`config.mk`:
```
export PLATFORM = sky130hd
export DESIGN_NAME = divider
export DESIGN_NICKNAME = d
export VERILOG_FILES = /design/src/rtl/divider_pkg.sv /design/src/rtl/divider_step.sv /design/src/rtl/divider.sv
export SDC_FILE = /design/constraint.sdc
export NUM_CORES = 2
export LEC_CHECK = 0
export BUFFER_PORTS_ARGS = -buffer_cell sky130_fd_sc_hd__buf_2
export CORE_AREA = 2 2 607 609
export DETAILED_ROUTE_END_ITERATION = 6
export DIE_AREA = 0 0 609 611
export PLACE_DENSITY = 0.49
export SYNTH_ARGS = -nofsm -noshare
export SYNTH_HDL_FRONTEND = slang
export SYNTH_SLANG_ARGS = --single-unit
export TNS_END_PERCENT = 1
```
`constraint.sdc`:
```
create_clock -name clk_in -period 5.2 [get_ports clk_in]
set_input_delay 0.26 -clock clk_in [delete_from_list [all_inputs] [get_ports clk_in]]
set_output_delay 0.26 -clock clk_in [all_outputs]
set_load 0.01 [all_outputs]
```
`src/rtl/divider_pkg.sv`:
```
// Shared state encoding and default operand width for the multi-cycle divider.
package divider_pkg;

    localparam int unsigned DIVIDER_WIDTH = 256;

    typedef enum logic [1:0] {
        IDLE = 2'd0,
        RUN  = 2'd1,
        DONE = 2'd2
    } div_state_t;

endpackage

```
`src/rtl/divider_step.sv`:
```
// One restoring-division stage: shift in a dividend bit, trial-subtract the divisor.
module divider_step
    import divider_pkg::*;
#(
    parameter int unsigned WIDTH = DIVIDER_WIDTH
) (
    input  logic [WIDTH:0]   rem_in,
    input  logic             dividend_bit_in,
    input  logic [WIDTH-1:0] divisor_in,
    output logic [WIDTH:0]   rem_out,
    output logic             quotient_bit_out
);

    logic [WIDTH+1:0] shifted;
    logic [WIDTH+1:0] diff;

    // rem_in < divisor keeps shifted < 2*divisor, so the diff MSB is a true borrow flag
    always_comb begin
        shifted          = {rem_in, dividend_bit_in};
        diff             = shifted - {2'b00, divisor_in};
        quotient_bit_out = ~diff[WIDTH+1];
        rem_out          = quotient_bit_out ? diff[WIDTH:0] : shifted[WIDTH:0];
    end

endmodule

```
`src/rtl/divider.sv`:
```
// Multi-cycle restoring divider: 2*WIDTH-bit dividend by WIDTH-bit divisor, one bit per cycle.
module divider
    import divider_pkg::*;
#(
    parameter int unsigned WIDTH = DIVIDER_WIDTH
) (
    input  logic                 clk_in,
    input  logic                 rst_n_in,
    input  logic [2*WIDTH-1:0]   dividend_in,
    input  logic [WIDTH-1:0]     divisor_in,
    input  logic                 valid_in,
    output logic [2*WIDTH-1:0]   quotient_out,
    output logic [WIDTH-1:0]     remainder_out,
    output logic                 valid_out,
    output logic                 busy_out,
    output logic                 div_zero_out
);

    localparam int unsigned        CNT_W     = $clog2(2 * WIDTH) + 1;
    localparam logic [CNT_W-1:0]   LAST_ITER = CNT_W'(2 * WIDTH - 1);

    div_state_t         state_q;
    logic [CNT_W-1:0]   iter_q;
    logic [2*WIDTH-1:0] shift_q;
    logic [WIDTH-1:0]   divisor_q;
    logic [WIDTH:0]     rem_q;
    logic [2*WIDTH-1:0] quotient_q;
    logic [WIDTH-1:0]   remainder_q;
    logic               valid_q;
    logic               busy_q;
    logic               div_zero_q;

    logic [WIDTH:0]     rem_d;
    logic               qbit_d;

    divider_step #(
        .WIDTH (WIDTH)
    ) u_step (
        .rem_in           (rem_q),
        .dividend_bit_in  (shift_q[2*WIDTH-1]),
        .divisor_in       (divisor_q),
        .rem_out          (rem_d),
        .quotient_bit_out (qbit_d)
    );

    // shift_q drains dividend bits from the MSB while quotient bits fill from the LSB,
    // so after the last iteration it holds the complete quotient.
    always_ff @(posedge clk_in or negedge rst_n_in) begin
        if (!rst_n_in) begin
            state_q     <= IDLE;
            iter_q      <= '0;
            shift_q     <= '0;
            divisor_q   <= '0;
            rem_q       <= '0;
            quotient_q  <= '0;
            remainder_q <= '0;
            valid_q     <= 1'b0;
            busy_q      <= 1'b0;
            div_zero_q  <= 1'b0;
        end else begin
            valid_q <= 1'b0;
            case (state_q)
                IDLE: begin
                    if (valid_in) begin
                        shift_q    <= dividend_in;
                        divisor_q  <= divisor_in;
                        rem_q      <= '0;
                        iter_q     <= '0;
                        busy_q     <= 1'b1;
                        div_zero_q <= 1'b0;
                        state_q    <= (divisor_in == '0) ? DONE : RUN;
                    end
                end
                RUN: begin
                    rem_q   <= rem_d;
                    shift_q <= {shift_q[2*WIDTH-2:0], qbit_d};
                    iter_q  <= iter_q + 1'b1;
                    if (iter_q == LAST_ITER) begin
                        state_q <= DONE;
                    end
                end
                DONE: begin
                    valid_q <= 1'b1;
                    busy_q  <= 1'b0;
                    state_q <= IDLE;
                    if (divisor_q == '0) begin
                        quotient_q  <= '1;
                        remainder_q <= '0;
                        div_zero_q  <= 1'b1;
                    end else begin
                        quotient_q  <= shift_q;
                        remainder_q <= rem_q[WIDTH-1:0];
                    end
                end
                default: state_q <= IDLE;
            endcase
        end
    end

    assign quotient_out  = quotient_q;
    assign remainder_out = remainder_q;
    assign valid_out     = valid_q;
    assign busy_out      = busy_q;
    assign div_zero_out  = div_zero_q;

endmodule

```
==> reports/results.ini <==
[power]
cellPowerDensity_mw_per_mm2 = 757
max-vdd-ir-drop_v = 0.000394
power_frac_seq = 0.275
switching_pwr_mw = 48.6
clock_power_share = 0.165
switching_share = 0.500
total_power_mw = 97.2
internal_power_mw = 48.6
power.combinational.fraction = 0.560
cellLeakagePower_nw = 58.7

[sta]
period_share = 0.986
final-setup-viol-count = 0
min_period_ns = 5.13
tightest_slew_ns = 1.14
rsz0062_at_grt = yes
worst_clock_skew_ns = 0.0901
maxSlewViolCount = 0
max_slew_margin = 0.231
worst_slack_ns = 0.0731
fin_worst_hold_slack_ns = 0.103
fmax_mhz = 195
report.final.hold_viol_count = 0

[place]
place_congestion = 0.975
port_buffers = 1541
post-place-ws_ns = -0.184
place_hpwl_mm = 403

[clocking]
worst_skew_pair.late_latency_ns = 0.98
cts_buffer_depth = 4
clk_root_buffer_cell = sky130_fd_sc_hd__clkbuf_16
clock_tree_from_tritoncts = done
number_of_sinks_on_the_clock_net = 1808
path_clk_slew_ns = 0.06
maximum_level_of_the_cts_h_tree = 4
tritoncts.num_buffers = 219

[final_layout]
finish.net_count = 15100
area_growth_syn_to_layout_pct = 31.0
share_of_the_core_filled_with_cells_in_the_final_layout = 0.352
post_route_cells_drive_above_1_share = 0.171

[detailed_routing]
drcViolationCount = 0
antenna_left = 0
drt_first_pass_iters = 6
vias_per_cell = 5.31
routedWlPerCell_um = 27.6
dr.first_iter.drc_count = 10300
vias = 101000
route.final.wire_length_mm = 527

[grt]
final_global_route_overflow_total = 0
gr-usage-all-layers = 0.270
grt_pass1_wl_mm = 738
maximum_number_of_pins_on_one_net_before_global_route_repair = 175
initial_antenna_violation_count = 101
via_count_of_the_first_global_routing_pass = 97200

[floorplan]
ios = 1542
die_area_mm2 = 0.372
start_util = 0.269
core.rowCount = 222
floorplan.core_area_mm2 = 0.365
die_h_um = 611
die_width_um = 609

[hold_path]
path_class_of_the_lowest_slack_min_delay_path = input port to register

[logic_synthesis]
synthCells = 11900
synth_seq_area_share = 0.461
synth_warnings = 0
synth-main-ff-cell = sky130_fd_sc_hd__dfrtp_1
synth_area_mm2 = 0.0981
yosysUniqueCellTypes = 92
syn-mean-instance-area_um2 = 8.25
synthesis.nets = 12900
synth_edf_count = 0
synth-async-reset-ratio = 1.00
synth_seq_cells = 1808

[status]
outcome = finished, final reports clean

[worst_setup_path]
critPathMaxFanout = 45
timing.critical_path.required_ns = 6.01
path_class = register to register
worstPathArrival_ns = 5.94
worstSetupEndpointType = register
startpoint_type = register

[flow_run]
maxCapViolations = 0

-- critical path, stage by stage (launching register included) --
cell	delay [ns]
sky130_fd_sc_hd__dfrtp_1	0.43
sky130_fd_sc_hd__inv_1	0.16
sky130_fd_sc_hd__ha_1	0.44
sky130_fd_sc_hd__a21oi_1	0.21
sky130_fd_sc_hd__o21ai_0	0.14
sky130_fd_sc_hd__a21oi_1	0.38
sky130_fd_sc_hd__o21ai_0	0.20
sky130_fd_sc_hd__a31oi_1	0.30
sky130_fd_sc_hd__o31ai_4	0.18
sky130_fd_sc_hd__a31oi_4	0.35
sky130_fd_sc_hd__o32ai_4	0.15
sky130_fd_sc_hd__buf_12	0.17
sky130_fd_sc_hd__a21oi_2	0.24
sky130_fd_sc_hd__o41ai_4	0.11
sky130_fd_sc_hd__buf_4	0.19
sky130_fd_sc_hd__xnor2_4	0.50
sky130_fd_sc_hd__buf_12	0.26
sky130_fd_sc_hd__buf_12	0.23
sky130_fd_sc_hd__o21ai_0	0.13
sky130_fd_sc_hd__a22o_1	0.18
-- final cells by class --
cell class | count | area (um^2)
Antenna cell | 67 | 168
Timing Repair Buffer | 2793 | 20000
Tap cell | 4816 | 6030
Clock inverter | 80 | 1010
Clock buffer | 318 | 6290
Sequential cell | 1808 | 45300
Fill cell | 38600 | 236000
Multi-Input combinational cell | 8837 | 48300
Inverter | 372 | 1400
-- cells in the mapped netlist (10+ instances only) --
cell type                     n  area share
sky130_fd_sc_hd__nand2_1   2370       0.091
sky130_fd_sc_hd__o21ai_0   2065        0.11
sky130_fd_sc_hd__dfrtp_1   1808        0.46
sky130_fd_sc_hd__a21oi_1   1155       0.059
sky130_fd_sc_hd__clkbuf_1   807       0.031
sky130_fd_sc_hd__a22oi_1    548       0.042
sky130_fd_sc_hd__nor2b_1    539       0.034
sky130_fd_sc_hd__nor2_1     435       0.017
sky130_fd_sc_hd__inv_1      372       0.014
sky130_fd_sc_hd__ha_1       257       0.033
sky130_fd_sc_hd__nand4_1    203       0.013
sky130_fd_sc_hd__nor4_1     185       0.012
sky130_fd_sc_hd__xnor2_1    158       0.014
sky130_fd_sc_hd__o21bai_1   118      0.0090
sky130_fd_sc_hd__a21o_1      85      0.0065
sky130_fd_sc_hd__xor2_1      81      0.0072
sky130_fd_sc_hd__nor3_1      71      0.0036
sky130_fd_sc_hd__nand3_1     62      0.0032
sky130_fd_sc_hd__o21a_1      48      0.0037
sky130_fd_sc_hd__buf_2       47      0.0024
sky130_fd_sc_hd__a31oi_1     37      0.0024
sky130_fd_sc_hd__a22o_1      35      0.0031
sky130_fd_sc_hd__o31ai_1     34      0.0026
sky130_fd_sc_hd__a21boi_0    23      0.0018
sky130_fd_sc_hd__a32oi_1     23      0.0021
sky130_fd_sc_hd__nand2b_1    23      0.0015
sky130_fd_sc_hd__or2_2       23      0.0015
sky130_fd_sc_hd__a221o_1     19      0.0019
sky130_fd_sc_hd__o21ai_1     18     0.00092
sky130_fd_sc_hd__a211oi_1    17      0.0013
sky130_fd_sc_hd__and2_1      17      0.0011
sky130_fd_sc_hd__o211ai_1    16      0.0012
sky130_fd_sc_hd__or3_1       16      0.0010
sky130_fd_sc_hd__and3_1      15     0.00096
sky130_fd_sc_hd__buf_1       15     0.00057
sky130_fd_sc_hd__mux2i_1     14      0.0014
sky130_fd_sc_hd__a221oi_1    11     0.00098
sky130_fd_sc_hd__and4_1      10     0.00089
-- layer usage --
metal,track usage,wire (um),vias to the layer above
met2,0.407,229000,3930
met1,0.368,229000,50600
met5,0,216,-
met4,0.132,29700,36
met3,0.0554,38400,879
li1,-,-,46000
-- repair_timing --
item	in CTS	in global routing
buffers inserted	0	3
setup endpoints to repair	222	238
hold endpoints to repair	1597	1
hold buffers	790	1
pin swaps	1	5
gates cloned	0	0
resized for setup	5	13
-- path summary, 6_finish.rpt --
path | start | slack (ns) | endpoint | cells past startpoint
min | divisor_in[98] | 0.10 | divisor_q[98]$_DFFE_PN0P_ | 4
min reg2reg | quotient_out[495]$_DFFE_PN0P_ | 0.46 | quotient_out[495]$_DFFE_PN0P_ | 2
max | divisor_q[62]$_DFFE_PN0P_ | 0.07 | rem_q[122]$_DFFE_PN0P_ | 19
max reg2reg | divisor_q[62]$_DFFE_PN0P_ | 0.07 | rem_q[122]$_DFFE_PN0P_ | 19
max in group asynchronous | rst_n_in | 3.14 | divisor_q[132]$_DFFE_PN0P_ | 5
min in group asynchronous | rst_n_in | 0.58 | quotient_out[172]$_DFFE_PN0P_ | 3
-- power groups by stage --
stage          logic (mW)  registers (mW)  clock network [mW]
2_1_floorplan        30.2            25.5                   0
3_3_place_gp         52.8            26.7                   0
3_5_place_dp         52.8            26.7                   0
4_1_cts              53.7            26.5                16.3
5_1_grt              59.0            27.4                16.9
6_report             54.5            26.7                16.0
-- metrics by stage --
| step | cells | instance area [um^2] | TNS (ns) |
|---|---|---|---|
| after floorplan | 11900 | 98100 | 0 |
| after global placement | 17800 | 113000 | -0.787 |
| after detailed placement | 17800 | 113000 | -13.12 |
| after CTS | 19000 | 128000 | 0 |
| after global routing | 19100 | 128000 | -0.265 |
| final | 19100 | 128000 | 0 |
-- cells by family after synthesis --
group | count (synthesis) | synth area share
buffers and inverters | 1245 | 0.0484
AND/OR/NAND/NOR | 3983 | 0.181
flip-flops | 1808 | 0.461
XOR/XNOR | 241 | 0.0218
multiplexers | 19 | 0.00200
AO/OA/AOI/OAI | 4336 | 0.252
adder cells (fa/ha/maj) | 258 | 0.0330
-- cells in the final DEF (no fill, tap or decap), types with 257 or more instances in the layout --
master,n
sky130_fd_sc_hd__a21oi_1,1151
sky130_fd_sc_hd__a22oi_1,548
sky130_fd_sc_hd__buf_2,1539
sky130_fd_sc_hd__buf_4,391
sky130_fd_sc_hd__dfrtp_1,1806
sky130_fd_sc_hd__dlygate4sd3_1,790
sky130_fd_sc_hd__ha_1,257
sky130_fd_sc_hd__inv_1,371
sky130_fd_sc_hd__nand2_1,2370
sky130_fd_sc_hd__nor2_1,434
sky130_fd_sc_hd__nor2b_1,537
sky130_fd_sc_hd__o21ai_0,2063
-- sequential cells by signal (all words and copies together) (netlist names) --
name           count
div_zero_out       1
valid_out          1
quotient_out     512
iter_q            10
divisor_q        256
remainder_out    256
busy_out           1
state_q            2
rem_q            257
shift_q          512
(Power assumes the default switching activity.)
